===== src/rtl/cpu_pkg.sv =====
// rtl/cpu_pkg.sv - shared widths, nop encoding and fetch controller states
package cpu_pkg;

    localparam int INSTR_W = 32;
    localparam int ADDR_W  = 32;

    localparam logic [INSTR_W-1:0] NOP_INSTR = 32'h0000_0000;

    typedef enum logic [1:0] {
        ST_IDLE = 2'd0,
        ST_LOAD = 2'd1,
        ST_RUN  = 2'd2,
        ST_DONE = 2'd3
    } fetch_state_t;

    // Instructions are word aligned; the low two address bits are dropped.
    function automatic logic [ADDR_W-1:0] align_word(input logic [ADDR_W-1:0] addr);
        return {addr[ADDR_W-1:2], 2'b00};
    endfunction

endpackage


===== src/rtl/if_id_reg.sv =====
// rtl/if_id_reg.sv - IF/ID pipeline register with hold and bubble-clear controls
module if_id_reg
    import cpu_pkg::*;
(
    input  logic               clk,
    input  logic               rst_n,
    input  logic               hold,
    input  logic               clear,
    input  logic [INSTR_W-1:0] d_instr,
    input  logic [ADDR_W-1:0]  d_pc4,
    output logic [INSTR_W-1:0] q_instr,
    output logic [ADDR_W-1:0]  q_pc4,
    output logic               q_valid
);

    // Clear inserts a bubble and wins over hold; otherwise capture unless held.
    always_ff @(posedge clk or negedge rst_n) begin
        if (!rst_n) begin
            q_instr <= NOP_INSTR;
            q_pc4   <= '0;
            q_valid <= 1'b0;
        end else if (clear) begin
            q_instr <= NOP_INSTR;
            q_pc4   <= '0;
            q_valid <= 1'b0;
        end else if (!hold) begin
            q_instr <= d_instr;
            q_pc4   <= d_pc4;
            q_valid <= 1'b1;
        end
    end

endmodule


===== src/rtl/fetch_stage.sv =====
// rtl/fetch_stage.sv - MIPS instruction fetch stage: PC, redirect/stall handling, IF/ID
module fetch_stage
    import cpu_pkg::*;
#(
    parameter logic [ADDR_W-1:0] RESET_PC = 32'h0000_0000,
    parameter logic [ADDR_W-1:0] PC_LIMIT = 32'd48
) (
    input  logic               clk,
    input  logic               rst_n,
    input  logic               start,
    input  logic               stall,
    input  logic               redirect,
    input  logic [ADDR_W-1:0]  redirect_target,
    output logic [ADDR_W-1:0]  imem_addr,
    output logic               imem_start,
    input  logic [INSTR_W-1:0] imem_instr,
    output logic [INSTR_W-1:0] if_id_instr,
    output logic [ADDR_W-1:0]  if_id_pc4,
    output logic               if_id_valid,
    output logic               halted,
    output logic [31:0]        fetch_count
);

    fetch_state_t      state, state_nxt;
    logic [ADDR_W-1:0] pc, pc_nxt, pc_plus4, target_al;
    logic              ifid_hold, ifid_clear, count_en;

    assign pc_plus4   = pc + 32'd4;
    assign target_al  = align_word(redirect_target);
    assign imem_addr  = pc;
    assign imem_start = (state != ST_IDLE);
    assign halted     = (state == ST_DONE);

    // Controller state register.
    always_ff @(posedge clk or negedge rst_n) begin
        if (!rst_n) begin
            state <= ST_IDLE;
        end else begin
            state <= state_nxt;
        end
    end

    // Next state, next PC and IF/ID control; redirect beats stall beats limit beats advance.
    always_comb begin
        state_nxt  = state;
        pc_nxt     = pc;
        ifid_hold  = 1'b1;
        ifid_clear = 1'b0;
        count_en   = 1'b0;
        unique case (state)
            ST_IDLE: begin
                if (start) begin
                    state_nxt = ST_LOAD;
                end
            end
            ST_LOAD: begin
                state_nxt = ST_RUN;
            end
            ST_RUN: begin
                if (redirect) begin
                    pc_nxt     = target_al;
                    ifid_clear = 1'b1;
                end else if (!stall) begin
                    if (pc >= PC_LIMIT) begin
                        ifid_clear = 1'b1;
                        state_nxt  = ST_DONE;
                    end else begin
                        ifid_hold = 1'b0;
                        pc_nxt    = pc_plus4;
                        count_en  = 1'b1;
                    end
                end
            end
            ST_DONE: begin
                if (redirect) begin
                    pc_nxt     = target_al;
                    ifid_clear = 1'b1;
                    if (target_al < PC_LIMIT) begin
                        state_nxt = ST_RUN;
                    end
                end
            end
            default: begin
                state_nxt = ST_IDLE;
            end
        endcase
    end

    // Program counter.
    always_ff @(posedge clk or negedge rst_n) begin
        if (!rst_n) begin
            pc <= RESET_PC;
        end else begin
            pc <= pc_nxt;
        end
    end

    // Count of instructions captured into IF/ID, wrapping at 2^32.
    always_ff @(posedge clk or negedge rst_n) begin
        if (!rst_n) begin
            fetch_count <= '0;
        end else if (count_en) begin
            fetch_count <= fetch_count + 32'd1;
        end
    end

    if_id_reg u_if_id (
        .clk     (clk),
        .rst_n   (rst_n),
        .hold    (ifid_hold),
        .clear   (ifid_clear),
        .d_instr (imem_instr),
        .d_pc4   (pc_plus4),
        .q_instr (if_id_instr),
        .q_pc4   (if_id_pc4),
        .q_valid (if_id_valid)
    );

endmodule

===== config.mk =====
export PLATFORM = sky130hd
export DESIGN_NAME = fetch_stage
export DESIGN_NICKNAME = d
export VERILOG_FILES = /design/src/rtl/cpu_pkg.sv /design/src/rtl/if_id_reg.sv /design/src/rtl/fetch_stage.sv
export SDC_FILE = /design/constraint.sdc
export NUM_CORES = 1
export LEC_CHECK = 0
export ABC_AREA = 1
export CAP_MARGIN = 5
export CORE_MARGIN = 3
export CORE_UTILIZATION = 52
export CTS_CLUSTER_DIAMETER = 80
export DETAILED_ROUTE_END_ITERATION = 8
export PLACE_DENSITY = 0.86
export SLEW_MARGIN = 40
export SYNTH_ARGS = -nofsm -noshare
export SYNTH_HDL_FRONTEND = slang
export SYNTH_SLANG_ARGS = --single-unit

===== constraint.sdc =====
create_clock -name clk -period 3 [get_ports clk]
set_clock_uncertainty 0.2 [all_clocks]
set_input_delay 0.6 -clock clk [delete_from_list [all_inputs] [get_ports clk]]
set_output_delay 0.6 -clock clk [all_outputs]
set_load 0.005 [all_outputs]

# After elaboration in Yosys (flattened, before gate mapping)
# Index checks and enable logic that the tools add are counted.
# word_totals
register_bits	131
input_bits	69
# op_classes
n_addsub	2
magnitude_cmp	2
n_eq_ne	12
n_mux	30
reduce_logical	5
# ops
operator	n
2-to-1 mux 32 bit	8
case mux 32 bit (2 select lines)	1
adder 32 x 1 -> 32 bit, second input constant	1
adder 32 x 3 -> 32 bit, second input constant	1
greater-or-equal comparator 32 x 6 -> 1 bit, second input constant	1
< comparator 32 x 6 -> 1 bit, second input constant	1
2-to-1 mux 1 bit	13
2-to-1 mux 2 bit	6
!= test 2 bit, second input constant	6
case mux 2 bit (4 select lines)	1
!= test 3 bit, second input constant	2
AND reduction 6 bit	1
== test 2 bit, second input constant	2
AND reduction 4 bit	1
nonzero test 2 bit	2
== test 2 x 1 -> 1 bit, second input constant	1
zero test 2 bit	1
!= test 2 x 1 -> 1 bit, second input constant	1
case mux 1 bit (2 select lines)	1

# Depth between registers and ports, before layout
# logic_depth
depth_word	7
depth_mapped	12
depth_no_buf	11

# Hierarchy
# From an unflattened synthesis, not the netlist that was laid out.
# unflattened
hier_cells	1009
area_unflattened_um2	7328.3
# by_module_without_submodules
mod	n_inst	cells_each	area_per_inst_um2	seq_area_each_um2
fetch_stage	1	729	4709.5	1601.5
if_id_reg	1	280	2618.8	1626.6

# Worst setup path before layout
# OpenSTA, ideal clock, no wires.
# synth_path
path_kind	reg-to-reg
startpoint	register fetch_count[0]
endpoint	register fetch_count[24]
setup_ps	117
arrival_ps	1595
slack_ps	1088
path_stages_with_launch	11
n_path_buf	0
period_less_slack_ps	1912
cell_sequence	dfrtp_1 > ha_1 > nand3_1 > nor2_1 > nand2_1 > nor2_1 > nand3b_1 > nor2_1 > nand3_1 > nand2_1 > nand2_1
# synth_between
elab_chain_len	1
# synth_lines
element	line	rtl
from (decl)	fetch_stage.sv:21	output logic [31:0] fetch_count
from (signal assigned)	fetch_stage.sv:103	fetch_count <= fetch_count + 32'd1;
adder 32 x 1 -> 32 bit	fetch_stage.sv:103	
# No other way between the ends.
# A chain may end at the register's enable or synchronous reset.

# Worst setup path in the final report
# Ends and elaborated chain as after synthesis.

==> flow_summary_export.csv <==
group,metric,value,unit
sta,fin_crit_sh,83.7,%
global_route,grt_usage,28.1,%
cts,htree_levels,4,
synth,yosys-top-cells-count,"nand2_1, nor2_1, dfrtp_1",
finish,syn_to_final_growth,38.3,%
drt,dr.pass1.iters,6,
sta,setup_viol,0,
cts,cts_resized,0,
critical_path,startpoint_type,"flop",
sta,report.final.slew_viol_count,0,
placement,io_buffer_count,195,
cts,clock_sinks,128,
sta,clock.fmax,398,MHz
cts,path_clk_slew,0.06,ns
flow_run,maxCapViolCount,0,
placement,hpwlAfterDp,15700,um
drt,drt_iter0_markers,652,
cts,cts_setup_buffers,0,
sta,fin_tns_setup,0,ns
critical_path,critPathKind,"flop to flop",
global_route,grt_pass1_wl,33300,um
finish,nets,1289,
global_route,gr-total-overflow,0,
power_and_ir_drop,powerDensity,634,nW/um^2
critical_path,worst-path-buf-inv,0,
critical_path,cp_max_fo,6,
synth,ys_seq_elements,128,
global_route,antenna_found_initial,0,
synth,synthArstFlopShare,100,%
drt,routed_wl,21200,um
status,run_status,"finished clean",
placement,gp_congestion,0.958,
synth,syn-cell-area,7120,sq um
finish,drive_above_1_share,6.26,%
finish,utilization,74.0,%
synth,synth.area.top_cells,"dfrtp_1, nand2_1, nand3_1",
floorplan,core_area,13300,sq um
global_route,busiest_layer,"met2",
synth,yosys.area.top_type_share,45.0,%
critical_path,crit_required,3.11,ns
synth,synth_cell_types,31,
hold_path,worstHoldStart,"u_if_id.q_pc4[18]$_DFFE_PN0P_",
floorplan,die_w,123,um
synth,ys_warn_count,0,
cts,cts_buffer_depth,2,
floorplan,start_util,53.5,%
synth,synthCells,1019,
cts,cts_tree,"built",
drt,via_per_inst,5.20,
floorplan,ios,200,
critical_path,path_cells,"ha_1, nand3_1, nor2_1, nand2_1, nor2_1, nand3b_1, nor2_1, nand3_1, nand2_1, nand2_1",
global_route,grt_pass1_vias,6802,
synth,syn_avg_cell_area,6.98,sq um
synth,synth.most_common_cell,"nand2_1",
sta,hold_viol,0,
critical_path,crit_arrival,2.62,ns
sta,slew_headroom,60.7,%
global_route,grt_max_degree,58,
synth,yosys.area.top_type,"dfrtp_1",
drt,final_antenna_net_count,0,
hold_path,holdCritPathClass,"flop to flop",
sta,fin_crit,2.51,ns
critical_path,slowest_delay,0.47,ns
cts,cts_buffers,17,
drt,wl_per_cell,15.1,um
drt,route.vias.total,7307,
sta,hold_ws,0.294,ns
synth,synth_seq_area_share,45.0,%
cts,root_buffer,"clkbuf_16",
critical_path,worstSetupEndpointType,"flop",
power_and_ir_drop,leakagePower,4.60,nW
power_and_ir_drop,ir_drop,0.546,mV
drt,drc_errors,0,
floorplan,die_h,123,um
finish,diodes,0,
global_route,grtUsageMet1,35.8,%
global_route,grtUsageMet3,6.04,%
global_route,grtUsageMet2,45.7,%
cts,clock_latency,0.43,ns
critical_path,startpoint,"fetch_count[0]$_DFFE_PN0P_",
floorplan,die_area,15100,sq um
sta,worst_pin_slew,0.586,ns
synth,synth_edf_count,0,
sta,rsz0062_at_grt,"no",
critical_path,critical-path-top-delay-family,"simple AND/OR/NAND/NOR gates",
critical_path,slowest_stage,"dfrtp_1",
synth,synth_flop_cell,"dfrtp_1",
power_and_ir_drop,total_power,6.24,mW
floorplan,std_cell_rows,42,
critical_path,worstReg2RegStart,"fetch_count[0]$_DFFE_PN0P_",
cts,cts_hold_buf,0,
## tightest hold or removal path, cell delays in order, from the launching register on
cell and delay, ns:
dfrtp_1 0.38, inv_1 0.05, nor2_1 0.03
## per-stage QoR
step	cells	setup WS, ns	instance area [sq um]
after floorplan	1020	1.09	7120
after global placement	1372	0.470	9230
after detailed placement	1372	0.445	9230
after CTS	1404	0.527	9810
after global routing	1406	0.381	9840
final	1406	0.489	9840
## final cells by class
cell class                      instances  area, sq um
Tap cell                              176          220
Fill cell                            1029         3450
Sequential cell                       128         3200
Multi-Input combinational cell        759         3350
Timing Repair Buffer                  210         2110
Inverter                              101          379
Clock buffer                           19          453
Clock inverter                         13          128
## power by group
group	internal [mW]	switching [mW]
sequential	1.93	0.432
combinational	0.835	1.02
clock	1.20	0.818
## path summary, 6_finish.rpt
kind | endpoint | slack (ns) | cells after the start
max in group asynchronous | u_if_id.q_instr[22]$_DFFE_PN0P_ | 1.43 | 4
min in group asynchronous | u_if_id.q_pc4[6]$_DFFE_PN0P_ | 0.41 | 2
worst min-delay path | u_if_id.q_pc4[18]$_DFFE_PN0P_ | 0.29 | 2
worst max register to register | fetch_count[24]$_DFFE_PN0P_ | 0.49 | 10
worst max-delay path | fetch_count[24]$_DFFE_PN0P_ | 0.49 | 10
worst min register to register | u_if_id.q_pc4[18]$_DFFE_PN0P_ | 0.29 | 2
## cells by family (layout without fill, tap and decap cells)
kind of cell               Yosys count  after routing  synth area share [%]
AOI/OAI and AO/OA                   36             36                  2.92
adders and majority gates            3              3                 0.527
buffers and inverters              133            343                  8.03
DFF                                128            128                  45.0
other                                1              2                0.0527
muxes                                2              2                 0.281
xor gates and xnor gates            22             22                  2.71
and+or+nand+nor                    694            694                  40.5
## state kept, by name, summed over array words and instances, names as in the netlist
name	count
fetch_count	32
u_if_id.q_instr	32
u_if_id.q_pc4	31
imem_addr	30
state	2
u_if_id.q_valid	1
## layer usage
metal | part of all wire, % | vias up
li1 | - | 3577
met1 | 41 | 3356
met2 | 49 | 300
met3 | 6.3 | 74
met4 | 4.1 | 0
met5 | 0 | -
## cells in the final DEF, fill, tap and decap left out, types with 3 or more instances in the layout
cell type        instances
a21oi_1                  7
buf_12                   4
buf_4                   11
clkbuf_16               17
clkdlybuf4s50_1        194
clkinv_4                 3
dfrtp_1                128
ha_1                     3
inv_1                   92
inv_2                    9
inv_6                    4
nand2_1                400
nand3_1                107
nand3b_1                 6
nand4_1                 13
nor2_1                 138
nor3_1                  14
o21ai_0                 14
o21ai_1                  7
o21ai_2                  7
or2_2                    7
xnor2_1                  8
xor2_1                  14
Power figures use the tool's default switching activity.
